`src/rtl/uart_tx_fifo.sv`:
```
// UART transmitter fed by a byte FIFO; frames are sent back-to-back while words remain.
// Frame format is fixed at elaboration, and the baud divisor is latched at the start of each frame.
module uart_tx_fifo #(
  parameter int CLK_FREQ   = 50_000_000,
  parameter int DATA_BITS  = 8,
  parameter int PARITY     = 0,
  parameter int STOP_BITS  = 1,
  parameter int FIFO_DEPTH = 16,
  localparam int AW        = $clog2(FIFO_DEPTH)
) (
  input  logic                 clk,
  input  logic                 rst,
  input  logic [2:0]           baud_sel,
  input  logic                 wr_en,
  input  logic [DATA_BITS-1:0] wr_data,
  output logic                 full,
  output logic                 empty,
  output logic [AW:0]          count,
  output logic                 overflow,
  output logic                 tx,
  output logic                 busy,
  output logic                 tx_done,
  output logic [2:0]           dbg_state
);

  if (DATA_BITS < 5 || DATA_BITS > 8) begin : g_bad_data_bits
    $error("uart_tx_fifo: DATA_BITS must be in 5..8");
  end
  if (PARITY < 0 || PARITY > 2) begin : g_bad_parity
    $error("uart_tx_fifo: PARITY must be 0, 1 or 2");
  end
  if (STOP_BITS < 1 || STOP_BITS > 2) begin : g_bad_stop_bits
    $error("uart_tx_fifo: STOP_BITS must be 1 or 2");
  end
  if (FIFO_DEPTH < 2 || (1 << AW) != FIFO_DEPTH) begin : g_bad_depth
    $error("uart_tx_fifo: FIFO_DEPTH must be a power of two >= 2");
  end

  localparam int DIV_W = $clog2(CLK_FREQ / 9600 + 1);
  localparam logic [DIV_W-1:0] DIV0 = DIV_W'(CLK_FREQ / 9600);
  localparam logic [DIV_W-1:0] DIV1 = DIV_W'(CLK_FREQ / 19200);
  localparam logic [DIV_W-1:0] DIV2 = DIV_W'(CLK_FREQ / 38400);
  localparam logic [DIV_W-1:0] DIV3 = DIV_W'(CLK_FREQ / 57600);
  localparam logic [DIV_W-1:0] DIV4 = DIV_W'(CLK_FREQ / 115200);
  localparam logic [2:0] BIT_LAST  = 3'(DATA_BITS - 1);
  localparam logic [2:0] STOP_LAST = 3'(STOP_BITS - 1);

  typedef enum logic [2:0] {S_IDLE, S_START, S_DATA, S_PARITY, S_STOP} state_t;

  state_t                 r_state;
  state_t                 w_state_next;
  logic [DATA_BITS-1:0]   r_mem [FIFO_DEPTH];
  logic [AW-1:0]          r_wr_ptr;
  logic [AW-1:0]          r_rd_ptr;
  logic [AW:0]            r_count;
  logic                   r_overflow;
  logic [DATA_BITS-1:0]   r_shift;
  logic                   r_par;
  logic [DIV_W-1:0]       r_div;
  logic [DIV_W-1:0]       r_baud_cnt;
  logic [2:0]             r_bit_cnt;
  logic                   w_full;
  logic                   w_empty;
  logic                   w_push;
  logic                   w_load;
  logic                   w_baud_last;
  logic                   w_tx;
  logic                   w_tx_done;
  logic                   w_par;
  logic [DATA_BITS-1:0]   w_rd_data;
  logic [DIV_W-1:0]       w_div_sel;

  // Push handshake: a word is taken on any cycle with wr_en=1 and full=0; wr_en while full drops it.
  assign w_full    = (r_count == (AW+1)'(FIFO_DEPTH));
  assign w_empty   = (r_count == '0);
  assign w_push    = wr_en && !w_full;
  assign w_rd_data = r_mem[r_rd_ptr];
  assign w_par     = (PARITY == 1) ? ~(^w_rd_data) : (^w_rd_data);

  always_ff @(posedge clk) begin
    if (w_push) r_mem[r_wr_ptr] <= wr_data;
  end

  always_ff @(posedge clk) begin
    if (rst) begin
      r_wr_ptr   <= '0;
      r_rd_ptr   <= '0;
      r_count    <= '0;
      r_overflow <= 1'b0;
    end else begin
      if (w_push) r_wr_ptr <= r_wr_ptr + AW'(1);
      if (w_load) r_rd_ptr <= r_rd_ptr + AW'(1);
      case ({w_push, w_load})
        2'b10:   r_count <= r_count + (AW+1)'(1);
        2'b01:   r_count <= r_count - (AW+1)'(1);
        default: r_count <= r_count;
      endcase
      r_overflow <= wr_en && w_full;
    end
  end

  always_comb begin
    case (baud_sel)
      3'd0:    w_div_sel = DIV0;
      3'd1:    w_div_sel = DIV1;
      3'd2:    w_div_sel = DIV2;
      3'd3:    w_div_sel = DIV3;
      default: w_div_sel = DIV4;
    endcase
  end

  assign w_baud_last = (r_baud_cnt == r_div - DIV_W'(1));

  always_comb begin
    w_state_next = r_state;
    w_load       = 1'b0;
    w_tx_done    = 1'b0;
    w_tx         = 1'b1;
    case (r_state)
      S_IDLE: begin
        if (!w_empty) begin
          w_load       = 1'b1;
          w_state_next = S_START;
        end
      end
      S_START: begin
        w_tx = 1'b0;
        if (w_baud_last) w_state_next = S_DATA;
      end
      S_DATA: begin
        w_tx = r_shift[0];
        if (w_baud_last && r_bit_cnt == BIT_LAST)
          w_state_next = (PARITY != 0) ? S_PARITY : S_STOP;
      end
      S_PARITY: begin
        w_tx = r_par;
        if (w_baud_last) w_state_next = S_STOP;
      end
      S_STOP: begin
        // Chain straight into the next start bit so the line high time is exactly the stop period.
        if (w_baud_last && r_bit_cnt == STOP_LAST) begin
          w_tx_done = 1'b1;
          if (!w_empty) begin
            w_load       = 1'b1;
            w_state_next = S_START;
          end else begin
            w_state_next = S_IDLE;
          end
        end
      end
      default: w_state_next = S_IDLE;
    endcase
  end

  always_ff @(posedge clk) begin
    if (rst) begin
      r_state    <= S_IDLE;
      r_shift    <= '0;
      r_par      <= 1'b0;
      r_div      <= DIV4;
      r_baud_cnt <= '0;
      r_bit_cnt  <= '0;
    end else begin
      r_state <= w_state_next;
      if (w_load) begin
        r_shift    <= w_rd_data;
        r_par      <= w_par;
        r_div      <= w_div_sel;
        r_baud_cnt <= '0;
        r_bit_cnt  <= '0;
      end else if (r_state != S_IDLE) begin
        if (w_baud_last) begin
          r_baud_cnt <= '0;
          r_bit_cnt  <= (w_state_next != r_state) ? 3'd0 : r_bit_cnt + 3'd1;
          if (r_state == S_DATA) r_shift <= r_shift >> 1;
        end else begin
          r_baud_cnt <= r_baud_cnt + DIV_W'(1);
        end
      end
    end
  end

  assign full      = w_full;
  assign empty     = w_empty;
  assign count     = r_count;
  assign overflow  = r_overflow;
  assign tx        = w_tx;
  assign busy      = (r_state != S_IDLE);
  assign tx_done   = w_tx_done;
  assign dbg_state = r_state;

endmodule
```
`config.mk`:
```
export PLATFORM = sky130hd
export DESIGN_NAME = uart_tx_fifo
export DESIGN_NICKNAME = d
export VERILOG_FILES = /design/src/rtl/uart_tx_fifo.sv
export SDC_FILE = /design/constraint.sdc
export NUM_CORES = 1
export LEC_CHECK = 0
export ABC_AREA = 1
export BUFFER_PORTS_ARGS = -buffer_cell sky130_fd_sc_hd__buf_2
export CORE_AREA = 2 2 117 119
export CTS_CLUSTER_DIAMETER = 120
export DETAILED_ROUTE_END_ITERATION = 8
export DIE_AREA = 0 0 119 121
export PLACE_DENSITY_LB_ADDON = 0.2
export SYNTH_ARGS = -nofsm -noshare
export SYNTH_HDL_FRONTEND = slang
export SYNTH_SLANG_ARGS = --single-unit
```
`constraint.sdc`:
```
create_clock -name clk -period 5 [get_ports clk]
set_input_delay 0.75 -clock clk [delete_from_list [all_inputs] [get_ports clk]]
set_output_delay 0.75 -clock clk [all_outputs]
set_load 0.005 [all_outputs]
```
Word-level counts from Yosys, hierarchy flattened
Memory sizes are Yosys's and may differ from the RTL's. A register that Yosys moved wholly into a read port is not among the register bits.
Index checks and enable logic that the tools add are counted.
{ "totals": {"ram_bits": 128, "mem_count": 1, "in_bits": 14, "wordCells": 74, "reg_bits": 55, "out_inout_bits": 14} }
{ "classes": {"reduce_logical": 18, "mux": 25, "addsub": 7, "eq_ne": 13} }
{ "mem_list": {"columns": ["memory", "words", "word_bits", "rd", "rd_clocked_by_memory_dff", "wr", "line_no", "rtl"], "rows": [
  ["r_mem", 16, 8, 1, 1, 1, "52", "logic [DATA_BITS-1:0] r_mem [FIFO_DEPTH];"]
]} }
{ "ops": {"columns": ["cell", "n"], "rows": [
  ["$pmux W13 S4", 1],
  ["$mux W8", 4],
  ["$mux W3", 6],
  ["$pmux W3 S5", 1],
  ["$add A13 B1 Y13 const B", 1],
  ["$eq A13 B13 Y1", 1],
  ["$mux W13", 1],
  ["$sub A13 B1 Y13 const B", 1],
  ["$eq A3 B2 Y1 const B", 4],
  ["$pmux W5 S2", 1],
  ["$logic_not A3 Y1", 3],
  ["$add A4 B1 Y4 const B", 2],
  ["$mux W4", 2],
  ["$reduce_bool A2 Y1", 4],
  ["$reduce_xor A8 Y1", 1],
  ["$mux W1", 7],
  ["$eq A3 B1 Y1 const B", 2],
  ["$eq A3 B3 Y1 const B", 2],
  ["$add A5 B1 Y5 const B", 1],
  ["$eq A5 B5 Y1 const B", 1],
  ["$logic_not A5 Y1", 1],
  ["$sub A5 B1 Y5 const B", 1],
  ["$logic_and A1 B1 Y1", 4],
  ["$add A3 B1 Y3 const B", 1],
  ["other kinds (10)", 10]
]} }

Longest topological paths before layout
{ "depth": {"depth_word": 7, "ltp_mapped": 27, "depth_no_buf": 26} }

Worst setup path before layout
OpenSTA, ideal clock, no wires.
{ "synth_timing": {"path_kind": "reg2reg", "start": "register r_div[1]", "end": "register r_count[4] (netlist: count[4])", "t_required_ns": 4.930, "path_slack_ns": 2.000, "t_arrival_ns": 2.930, "period_less_slack_ns": 3.000, "stages_incl_launch_ff": 25, "setup_ns": 0.070, "n_path_buf": 1, "cell_sequence": "dfxtp_1 > inv_1 > ha_1 > nand2_1 > nor2_1 > nand3_1 > nand3_1 > nand2_1 > nor2_2 > nand4_4 > nand2_4 > nand2_4 > inv_4 > buf_2 > ha_1 > xor2_1 > ha_1 > inv_1 > nand2_1 > nand2_1 > nand2_1 > nand2_1 > nand2_1 > nand2_1 > a21oi_1"} }
{ "synth_via": {"elab_chain_len": 7, "elab_cells_between_ends": 9, "classes_between": "add/sub (1); eq/ne (3); mux (3); reduce/logical (2)"} }
{ "synth_rtl": {"columns": ["element", "line_no", "rtl"], "rows": [
  ["start: declaration", "59", "logic [DIV_W-1:0] r_div;"],
  ["start signal: assignment", "168", "r_div <= w_div_sel;"],
  ["$sub A13 B1 Y13 (*)", "112", "assign w_baud_last = (r_baud_cnt == r_div - DIV_W'(1));"],
  ["$eq A13 B13 Y1 (*)", "112", null],
  ["$logic_and A1 B1 Y1 (*)", "141", "if (w_baud_last && r_bit_cnt == STOP_LAST) begin"],
  ["$mux W1 (*)", "141", null],
  ["$pmux W1 S2 (*)", "119", "case (r_state)"],
  ["named net w_load", "65", "logic w_load;"],
  ["$eq A2 B1 Y1 or $eq A2 B2 Y1 (tied branches)", "93", "case ({w_push, w_load})"],
  ["$pmux W5 S2 or $reduce_bool A2 Y1 (tied branches)", null, null],
  ["end signal: assignment", "94", "2'b10: r_count <= r_count + (AW+1)'(1);"],
  ["end signal: assignment", "95", "2'b01: r_count <= r_count - (AW+1)'(1);"],
  ["end signal: assignment", "96", "default: r_count <= r_count;"],
  ["end: declaration", "55", "logic [AW:0] r_count;"]
]} }
The timed path passes the listed nets; every way through them passes the cells marked *.
A chain may end at the register's enable or synchronous reset.

Worst setup path after layout
{ "layout_timing": {"start": "register r_div[1]", "end": "register r_count[4] (netlist: count[4])"} }
{ "layout_via": {"elab_chain_len": 7, "elab_cells_between_ends": 9, "classes_between": "add/sub (1); eq/ne (3); mux (3); reduce/logical (2)"} }
{ "layout_rtl": {"columns": ["element", "line_no"], "rows": [
  ["$sub A13 B1 Y13 (*)", "112"],
  ["$eq A13 B13 Y1 (*)", "112"],
  ["$logic_and A1 B1 Y1 (*)", "141"],
  ["$mux W1 (*)", "141"],
  ["$pmux W1 S2 (*)", "119"],
  ["$eq A2 B1 Y1 or $eq A2 B2 Y1 (tied branches)", "93"],
  ["$pmux W5 S2 or $reduce_bool A2 Y1 (tied branches)", null]
]} }
Mark *: on every way between the ends. The rest lies on a longest branch, timed or not.

==> impl_results.md <==
- Post-CTS Setup Bufs: 0
- Max clock buf depth: 2
- I/O pins: 28
- N_diodes: 0
- Synth Flop Type: edfxtp_1
- Sw Share: 0.378
- Final hold vios: 0
- Crit path max-delay cell type: dfxtp_1
- Worst slew margin: 0.271
- Hpwl dp: 12,300 um
- Layout cells sized above 1: 0.104
- Critical Path Start Type: flip-flop
- Htree depth: 4
- Sequential power share: 0.407
- Post-CTS Hold Fix Bufs: 0
- Comb power frac: 0.318
- Max-cap violations: 0
- Drt total wl: 19,100 um
- Routed len/inst: 18.1 um
- Synth Warn #: 0
- Reg clk slew, reported paths: 0.07 ns
- Die Y-Extent: 121 um
- Pin count of the biggest net entering global routing: 65
- EDFF count, synth: 128
- Setup TNS Final: 0 ns
- Skew-Pair Late Insertion Delay: 0.43 ns
- Clock Power Share: 0.275
- Pre-antenna DRT Iters: 6
- Syn Nets: 872
- # setup viols final: 0
- RSZ-0062 raised after global routing: false
- # nets final: 889
- CP Class: reg -> reg
- Worst VDD drop: 350 uV
- Synthesized netlist cell count: 845
- Core footprint: 13,100 um^2
- Run status: finished clean
- Initial Utilization: 0.642
- CP Capture Type: flip-flop
- Vias in the first global route: 5,909
- Fmax: 277 MHz
- CP Data Arrival Time: 3.97 ns
- Fin crit share: 0.721
- FFs w/ async S/R, synth: 0
- Crit path largest cell delay: 0.34 ns
- Total grt overflow: 0
- CTS Root Cell: clkbuf_16
- Area Overhead vs Synth: 9.59%
- #FFs+latches synth: 186
- Clock sinks: 186
- Synth area leader: edfxtp_1
- Via count: 6,150
- Seq/Total Area, Yosys: 0.596
- Die width: 119 um
- Min Tclk post-route: 3.61 ns
- Cell area power density: 521 nW/um^2
- Cell Chain, Critical Path: inv_1, ha_1, nand2_1, nor2_1, nand3_1, nand3_1, nand2_1, nor2_2, nand4_4, nand2_4, nand2_4, inv_4, ha_1, xor2_1, ha_1, inv_1, nand2_1, nand2_1, nand2_1, nand2_1, nand2_1, nand2_1, a21oi_1
- Leak Pwr: 3.37 nW
- Hold Path Class: reg -> reg
- CP Buf/Inv Count: 3
- Netlist cell types: 43
- Internal: 2.98 mW
- Setup WS pre-CTS: 1.47 ns
- All-Layer GR Usage: 0.271
- Row count: 42
- Most frequent cell after synthesis: nor2_1
- Final WS setup: 1.39 ns
- Post-DRT Antenna Nets: 0
- Post-synth top area share: 0.458
- DRC marker count from the first detailed-route iteration: 607
- Buffers added on ports: 27
- Worst Path Required: 5.36 ns
- CP delay by family, top: simple AND/OR/NAND/NOR gates
- Post-CTS resize count: 0
- Avg Inst Size Synth: 9.94 um^2
- Slew @ Worst Pin: 1.09 ns
- Drt drc: 0
- Gpl congestion: 0.898
- Most common cell on crit path: nand2_1
- First-pass GRT wire length: 29,400 um
- Post-synth top cells: nor2_1, edfxtp_1, nand2_1, o21ai_0, dfxtp_1
- Sw power: 1.81 mW
- Drt via density: 5.85
- Fill cells: 941
- Clk_skew: 0.0133 ns
- CTS tree: built
- Final Max Slew Viols: 0
- Initial antenna violation count: 0
- Post-Syn Area: 8400 um^2
- Die area: 14,400 um^2
- Leading post-synthesis cells by cell area: edfxtp_1, dfxtp_1, nor2_1
- Crit path max fanout: 26
- TritonCTS Buffers: 17
-- worst paths after layout --
| path | start | slack [ns] | end | depth (start not counted) |
|---|---|---|---|---|
| worst max-delay path | r_div[1]$_SDFFE_PP1P_ | 1.39 | count[4]$_SDFFE_PP0P_ | 23 |
| worst min-delay path | r_shift[7]$_SDFFE_PP0P_ | 0.47 | r_shift[7]$_SDFFE_PP0P_ | 2 |
| worst max register to register | r_div[1]$_SDFFE_PP1P_ | 1.39 | count[4]$_SDFFE_PP0P_ | 23 |
| worst min register to register | r_shift[7]$_SDFFE_PP0P_ | 0.47 | r_shift[7]$_SDFFE_PP0P_ | 2 |
-- per-stage QoR --
stage | hold WS (ns) | instances | power, mW | cell area [um^2] | utilization
2_1_floorplan | 0.441 | 845 | 3.08 | 8400 | -
3_3_place_gp | 0.452 | 1019 | 3.43 | 8630 | 0.660
3_5_place_dp | 0.456 | 1019 | 3.47 | 8630 | 0.660
4_1_cts | 0.465 | 1051 | 4.78 | 9210 | 0.704
5_1_grt | 0.478 | 1051 | 5.04 | 9210 | 0.704
6_report | 0.470 | 1051 | 4.80 | 9210 | 0.704
-- worst reg2reg max path: stages, from the launching register on --
cell	delay (ns)
dfxtp_1	0.34
inv_1	0.16
ha_1	0.26
nand2_1	0.08
nor2_1	0.18
nand3_1	0.13
nand3_1	0.12
nand2_1	0.07
nor2_2	0.20
nand4_4	0.17
nand2_4	0.12
nand2_4	0.11
inv_4	0.26
ha_1	0.33
xor2_1	0.25
ha_1	0.20
inv_1	0.04
nand2_1	0.09
nand2_1	0.08
nand2_1	0.07
nand2_1	0.06
nand2_1	0.07
nand2_1	0.05
a21oi_1	0.11
-- per-layer routing --
| layer | track usage | part of all wire |
|---|---|---|
| met4 | 0.109 | 0.026 |
| met2 | 0.477 | 0.51 |
| met5 | 0 | 0 |
| met1 | 0.327 | 0.40 |
| met3 | 0.0540 | 0.062 |
-- power groups by stage --
stage	sequential, mW	combinational, mW	clock, mW
after global placement	1.98	1.45	0
after global routing	1.97	1.67	1.39
after floorplan	1.90	1.19	0
after CTS	1.95	1.51	1.32
after detailed placement	1.98	1.48	0
final	1.96	1.52	1.32
-- cells by family (layout without fill, tap and decap cells) --
logic type / count (synthesis) / in the layout / synth area share
simple gates: 351 / 351 / 0.185
flops: 186 / 186 / 0.596
compound gates: 163 / 163 / 0.114
buf+inv: 96 / 126 / 0.0466
xor+xnor: 26 / 26 / 0.0271
fa+ha+maj: 13 / 13 / 0.0194
mux: 10 / 10 / 0.0119
-- registers in the layout, indices dropped and copies added, names as in the netlist, named ones only --
signal and cells:
r_rd_ptr 4, count 5, r_baud_cnt 13, r_wr_ptr 4, r_shift 8, dbg_state 3
overflow 1, r_div 12, r_par 1, r_mem 128, r_bit_cnt 3
-- layout make-up --
| type | count | area [um^2] | area share |
|---|---|---|---|
| Multi-Input combinational cell | 563 | 3000 | 0.326 |
| Sequential cell | 186 | 5010 | 0.544 |
| Clock buffer | 17 | 425 | 0.0462 |
| Timing Repair Buffer | 29 | 150 | 0.0163 |
| Inverter | 65 | 249 | 0.0270 |
| Tap cell | 176 | 220 | 0.0239 |
| Clock inverter | 15 | 150 | 0.0163 |
-- cell usage in the layout, fill, tap and decap left out, drive strengths merged, types with 13 or more instances in the layout --
master,netlist,routed
nand3,39,39
nor2,154,154
xor2,18,18
a21oi,28,28
inv,65,73
edfxtp,128,128
ha,13,13
clkbuf,14,17
nand2,132,132
o21ai,78,78
dfxtp,58,58
buf,17,29
o211ai,28,28
(Power assumes the default switching activity.)
